`config.mk`:
```
export PLATFORM = sky130hd
export DESIGN_NAME = pipe_stage_regs
export DESIGN_NICKNAME = d
export VERILOG_FILES = /design/src/rtl/pipe_pkg.sv /design/src/rtl/pipe_reg.sv /design/src/rtl/pipe_stage_regs.sv
export SDC_FILE = /design/constraint.sdc
export NUM_CORES = 1
export LEC_CHECK = 0
export CAP_MARGIN = 20
export CORE_AREA = 8 8 219 221
export DETAILED_ROUTE_END_ITERATION = 10
export DIE_AREA = 0 0 227 229
export GPL_ROUTABILITY_DRIVEN = 1
export SLEW_MARGIN = 10
export SYNTH_ARGS = -nofsm -noshare
export SYNTH_HDL_FRONTEND = slang
export SYNTH_HIERARCHICAL = 1
export SYNTH_SLANG_ARGS = --single-unit
```
`constraint.sdc`:
```
create_clock -name clk -period 1.5 [get_ports clk]
set_input_delay 0.3 -clock clk [delete_from_list [all_inputs] [get_ports clk]]
set_output_delay 0.3 -clock clk [all_outputs]
set_load 0.01 [all_outputs]
```
`src/rtl/pipe_pkg.sv`:
```
// pipe_pkg
//   Constants shared by the pipeline-register slice and its bench: the NOP
//   instruction used as the empty IF/ID contents, register index width,
//   default control-bundle width and bit positions inside that bundle.
package pipe_pkg;

    localparam logic [31:0] NOP_INSTR      = 32'h0000_0013;  // addi x0, x0, 0
    localparam int          REG_IDX_W      = 5;
    localparam int          CTRL_W_DEFAULT = 12;
    localparam int          CTRL_REGWRITE  = 0;
    localparam int          CTRL_MEMWRITE  = 1;

endpackage

```
`src/rtl/pipe_reg.sv`:
```
// pipe_reg
//   Generic pipeline register with synchronous active-low reset, synchronous
//   clear and load enable. Reset and clear both load RST_VAL, so a cleared
//   stage looks exactly like a freshly reset one.
// Ports
//   clk  in   rising-edge clock
//   rst  in   synchronous active-low reset (highest priority)
//   en   in   load d when high
//   clr  in   load RST_VAL (beats en)
//   d    in   W-bit data
//   q    out  W-bit registered data
module pipe_reg #(
    parameter int           W       = 32,
    parameter logic [W-1:0] RST_VAL = '0
) (
    input  logic         clk,
    input  logic         rst,
    input  logic         en,
    input  logic         clr,
    input  logic [W-1:0] d,
    output logic [W-1:0] q
);

    logic [W-1:0] data_q;

    always_ff @(posedge clk) begin
        if (!rst) begin
            data_q <= RST_VAL;
        end else if (clr) begin
            data_q <= RST_VAL;
        end else if (en) begin
            data_q <= d;
        end
    end

    assign q = data_q;

endmodule

```
`src/rtl/pipe_stage_regs.sv`:
```
// pipe_stage_regs
//   Pipeline registers on the consumer side of the hazard unit: the PC, the
//   IF/ID register and the ID/EX register, plus saturating stall/flush
//   counters and a sticky flag raised when stallF persists STALL_MAX cycles.
// Ports
//   clk, rst                      clock, synchronous active-low reset
//   stallF, stallD, flushD, flushE  hazard-unit controls
//   PCNextF, instrF, PCPlus4F     fetch-stage inputs
//   PCF                           fetch PC
//   instrD, PCD, PCPlus4D, validD IF/ID contents
//   ctrlD, RD1D, RD2D, immExtD, Rs1D, Rs2D, RdD  decode-stage inputs
//   ctrlE ... RdE, validE         ID/EX contents
//   stallCount, flushCount        saturating event counters
//   stallTimeout                  sticky long-stall flag
module pipe_stage_regs
    import pipe_pkg::*;
#(
    parameter int              XLEN      = 32,
    parameter int              CTRL_W    = CTRL_W_DEFAULT,
    parameter int              CNT_W     = 16,
    parameter int              STALL_MAX = 4,
    parameter logic [XLEN-1:0] RESET_PC  = '0
) (
    input  logic                 clk,
    input  logic                 rst,
    input  logic                 stallF,
    input  logic                 stallD,
    input  logic                 flushD,
    input  logic                 flushE,
    input  logic [XLEN-1:0]      PCNextF,
    output logic [XLEN-1:0]      PCF,
    input  logic [31:0]          instrF,
    input  logic [XLEN-1:0]      PCPlus4F,
    output logic [31:0]          instrD,
    output logic [XLEN-1:0]      PCD,
    output logic [XLEN-1:0]      PCPlus4D,
    output logic                 validD,
    input  logic [CTRL_W-1:0]    ctrlD,
    input  logic [XLEN-1:0]      RD1D,
    input  logic [XLEN-1:0]      RD2D,
    input  logic [XLEN-1:0]      immExtD,
    input  logic [REG_IDX_W-1:0] Rs1D,
    input  logic [REG_IDX_W-1:0] Rs2D,
    input  logic [REG_IDX_W-1:0] RdD,
    output logic [CTRL_W-1:0]    ctrlE,
    output logic [XLEN-1:0]      RD1E,
    output logic [XLEN-1:0]      RD2E,
    output logic [XLEN-1:0]      immExtE,
    output logic [XLEN-1:0]      PCE,
    output logic [XLEN-1:0]      PCPlus4E,
    output logic [REG_IDX_W-1:0] Rs1E,
    output logic [REG_IDX_W-1:0] Rs2E,
    output logic [REG_IDX_W-1:0] RdE,
    output logic                 validE,
    output logic [CNT_W-1:0]     stallCount,
    output logic [CNT_W-1:0]     flushCount,
    output logic                 stallTimeout
);

    localparam int IFID_W = 32 + 2 * XLEN + 1;
    localparam int IDEX_W = CTRL_W + 5 * XLEN + 3 * REG_IDX_W + 1;
    localparam logic [IFID_W-1:0] IFID_RST = {NOP_INSTR, {(2 * XLEN + 1){1'b0}}};
    localparam int RUN_W = $clog2(STALL_MAX + 1);
    localparam logic [RUN_W-1:0] RUN_MAX = RUN_W'(STALL_MAX);

    logic [IFID_W-1:0] ifid_d, ifid_q;
    logic [IDEX_W-1:0] idex_d, idex_q;

    pipe_reg #(.W(XLEN), .RST_VAL(RESET_PC)) u_pc (
        .clk(clk), .rst(rst), .en(~stallF), .clr(1'b0), .d(PCNextF), .q(PCF)
    );

    // A loaded IF/ID entry is always a real instruction; a flushed one reverts to NOP.
    assign ifid_d = {instrF, PCF, PCPlus4F, 1'b1};

    pipe_reg #(.W(IFID_W), .RST_VAL(IFID_RST)) u_ifid (
        .clk(clk), .rst(rst), .en(~stallD), .clr(flushD), .d(ifid_d), .q(ifid_q)
    );

    assign {instrD, PCD, PCPlus4D, validD} = ifid_q;

    assign idex_d = {ctrlD, RD1D, RD2D, immExtD, PCD, PCPlus4D, Rs1D, Rs2D, RdD, validD};

    pipe_reg #(.W(IDEX_W), .RST_VAL('0)) u_idex (
        .clk(clk), .rst(rst), .en(1'b1), .clr(flushE), .d(idex_d), .q(idex_q)
    );

    assign {ctrlE, RD1E, RD2E, immExtE, PCE, PCPlus4E, Rs1E, Rs2E, RdE, validE} = idex_q;

    logic [CNT_W-1:0] stall_cnt_q, stall_cnt_d;
    logic [CNT_W-1:0] flush_cnt_q, flush_cnt_d;
    logic [RUN_W-1:0] stall_run_q, stall_run_d;
    logic             timeout_q, timeout_d;

    always_comb begin
        stall_cnt_d = stall_cnt_q;
        flush_cnt_d = flush_cnt_q;
        stall_run_d = '0;
        if (stallF && !(&stall_cnt_q)) begin
            stall_cnt_d = stall_cnt_q + CNT_W'(1);
        end
        if (flushD && !(&flush_cnt_q)) begin
            flush_cnt_d = flush_cnt_q + CNT_W'(1);
        end
        if (stallF) begin
            stall_run_d = (stall_run_q == RUN_MAX) ? RUN_MAX : stall_run_q + RUN_W'(1);
        end
        // Sticky: once the run length reaches STALL_MAX only reset clears it.
        timeout_d = timeout_q | (stall_run_d == RUN_MAX);
    end

    always_ff @(posedge clk) begin
        if (!rst) begin
            stall_cnt_q <= '0;
            flush_cnt_q <= '0;
            stall_run_q <= '0;
            timeout_q   <= 1'b0;
        end else begin
            stall_cnt_q <= stall_cnt_d;
            flush_cnt_q <= flush_cnt_d;
            stall_run_q <= stall_run_d;
            timeout_q   <= timeout_d;
        end
    end

    assign stallCount   = stall_cnt_q;
    assign flushCount   = flush_cnt_q;
    assign stallTimeout = timeout_q;

endmodule
```
==> reports/metrics.cfg <==
[run_status]
status=finished with violations
violations=negative setup slack

[grt]
met3_usage_pct=7.04
grt.busiest_layer=met2
grt_overflow=0
grt_max_degree=189
use_met1_pct=20.5
grt_first_pass_wirelength_um=73600
antenna_found_initial=7
grt_pass1_vias=11600
grt.met2_usage_pct=32.0
grt_usage_pct=18.3

[timing]
postLayoutSetupSlackWorst_ns=-0.0259
max_slew.worst_pin.slew_ns=1.07
hold-worst-slack_ns=0.360
setup_viol=5
final_hold_viol_count=0
maxSlewViolCount=0
worst_clock_skew_ns=0.0128
period_needed_ns=1.53
max_slew_margin_pct=28.8
finalCritPeriodShare_pct=102
rsz0062_at_grt=yes
fmax_mhz=655

[placed_design]
gp_congestion=0.868
place_hpwl_um=38500
io_buffers=574

[cts]
cts_tree=yes
clk_pin_slew_ns=0.06
insertion_delay_ns=0.54
clock_sinks=353
clk_path_buf_depth=3
cts_buffers=40
cts-root-buf=clkbuf_16
htreeDepth=2

[cells_and_area]
drive_above_1_share_pct=25.4
layout_common_cells=nor2_1, mux2i_1, dfxtp_1
synthToLayoutAreaGrowth_pct=61.3
fin_util_pct=47.6
nets=2126
nFillCells=4339
final_common_cell=nor2_1

[critical_path]
critPathArrivalTime_ns=1.99
cp-end-kind=flip-flop
critPathMaxFanout=4
r2r_slack_ns=-0.03
required_ns=1.97
critical_path_class=reg2reg
cp-start-kind=flip-flop

[hold_path]
min_path_type=in2reg

[die]
fp.coreArea_um2=44700
dieArea_um2=52000
fp-row-count=78
die_w_um=227
ios=575
die_y_um=229
floorplan.initialDensity_pct=29.5

[pwr]
total_power_mw=21.7
power_frac_clock_pct=44.6
intPower_mw=16.7
combPwrFrac_pct=10.5
vdd_drop_max_mv=0.829
seqPwrFrac_pct=44.8
leakagePower_nw=9.33
p_switching_mw=5.01
switching_share_pct=23.1
power_density_nw_per_um2=1020

[routing]
wl_um=50800
viasPerCell=4.50
vias=11400
first_iter_violations=504
wl_per_cell_um=20.1
ant_nets=0
dr.pass1.iters=6
drc=0

[synthesis]
synth_seq_cells=353
mappedNetlistArea_um2=13200
synth_ff_type=dfxtp_1
synth_cell_types=45
synthArstFlopShare_pct=0
syn_inst=1242
synth.avg_cell_area_um2=10.6
synth-edff-count=0
seq_area_frac_synth_pct=53.6
synth.yosys.warnings=6

[run]
drv_cap=0

[metal layers]
| metal | part of all wire (%) | up-vias |
|---|---|---|
| li1 | - | 5535 |
| met2 | 49 | 381 |
| met3 | 9.4 | 61 |
| met5 | 0.081 | - |
| met1 | 40 | 5395 |
| met4 | 1.7 | 6 |
[power by group through the flow]
stage	logic [mW]	clock network (mW)	registers, mW
floorplan	0.956	0	10.0
global placement	2.35	0	9.94
detailed placement	2.37	0	9.95
CTS	2.28	9.99	9.74
global route	2.43	10.4	9.76
finish	2.28	9.69	9.73
[per-stage QoR]
step                      setup WS, ns  std cells  setup TNS [ns]  cell area (µm²)
after floorplan                -0.0557       1243          -0.169            13300
after global placement          -0.428       2443          -42.24            20100
after detailed placement        -0.488       2443          -49.85            20100
after CTS                     -0.00789       2522         -0.0210            21300
after global routing           -0.0718       2529          -0.699            21300
final                          -0.0259       2529         -0.0792            21300
[kinds of logic (layout without fill, tap and decap cells)]
| group | after synthesis | in the layout | synth area share [%] |
|---|---|---|---|
| compound gates | 53 | 53 | 2.83 |
| fa+ha+maj | 4 | 4 | 0.379 |
| flops | 353 | 353 | 53.6 |
| buf+inv | 87 | 770 | 5.11 |
| other cells | 2 | 6 | 0.0569 |
| xor+xnor | 3 | 3 | 0.199 |
| mux | 319 | 319 | 24.2 |
| simple gates | 421 | 421 | 13.6 |
[area by class of cell]
cell class	count	area [µm²]	area share, %
Inverter	12	52.6	0.247
Sequential cell	353	7170	33.7
Timing Repair Buffer	687	6310	29.7
Antenna cell	3	7.51	0.0353
Clock inverter	11	113	0.529
Tap cell	600	751	3.53
Clock buffer	60	1190	5.58
Multi-Input combinational cell	803	5680	26.7
[final timing paths]
kind,startpoint,end,cells after the start
setup / recovery,stallCount[0]$_SDFFE_PN0P_,stallCount[14]$_SDFFE_PN0P_,5
hold / removal,instrF[1],u_ifid/q[66]$_SDFFE_PP1P_,2
setup reg to reg,stallCount[0]$_SDFFE_PN0P_,stallCount[14]$_SDFFE_PN0P_,5
hold reg to reg,u_ifid/q[80]$_SDFFE_PP0P_,u_ifid/q[80]$_SDFFE_PP0P_,2
[worst max-delay path, cell delays in order, from the launching register on]
cell	delay, ns
dfxtp_4	0.39
ha_4	0.16
and4_4	0.22
o311ai_4	0.10
or4_4	0.43
a21oi_2	0.15
[state kept, by name, summed over array words and instances, names as in the netlist]
register      flops
flushCount       16
u_idex/q        188
stallTimeout      1
u_pc/q           32
stall_run_q       3
stallCount       16
u_ifid/q         97
[cell usage after synthesis (3+ instances only)]
cell      count  share of area [%]
dfxtp_1     353                 54
nor2_1      329                9.4
mux2i_1     319                 24
nand2_1      24               0.68
buf_2        23               0.87
a21oi_1      17               0.65
clkbuf_1     16               0.46
buf_4        13               0.74
buf_8        12                1.4
inv_1        12               0.34
o31ai_1      11               0.63
or4_1        11               0.63
nand3_1      10               0.38
nand4_1       9               0.43
o21ai_0       8               0.30
buf_12        6               0.91
nand2b_1      6               0.28
buf_6         5               0.43
nor2b_1       5               0.24
nor4_1        5               0.24
a211oi_1      4               0.23
ha_1          4               0.38
a211o_1       3               0.20
and2_1        3               0.14
and3_1        3               0.14
and4_4        3               0.26
nor3_1        3               0.11
or3_1         3               0.14
[repair_timing]
| item | in CTS | in global routing |
|---|---|---|
| resized for setup | 869 | 205 |
| buffers inserted | 8 | 4 |
| hold buffers | 0 | 0 |
| endpoints found under the setup margin | 364 | 178 |
| pin swaps | 9 | 15 |
No activity file was read; power rests on OpenSTA's default activity.
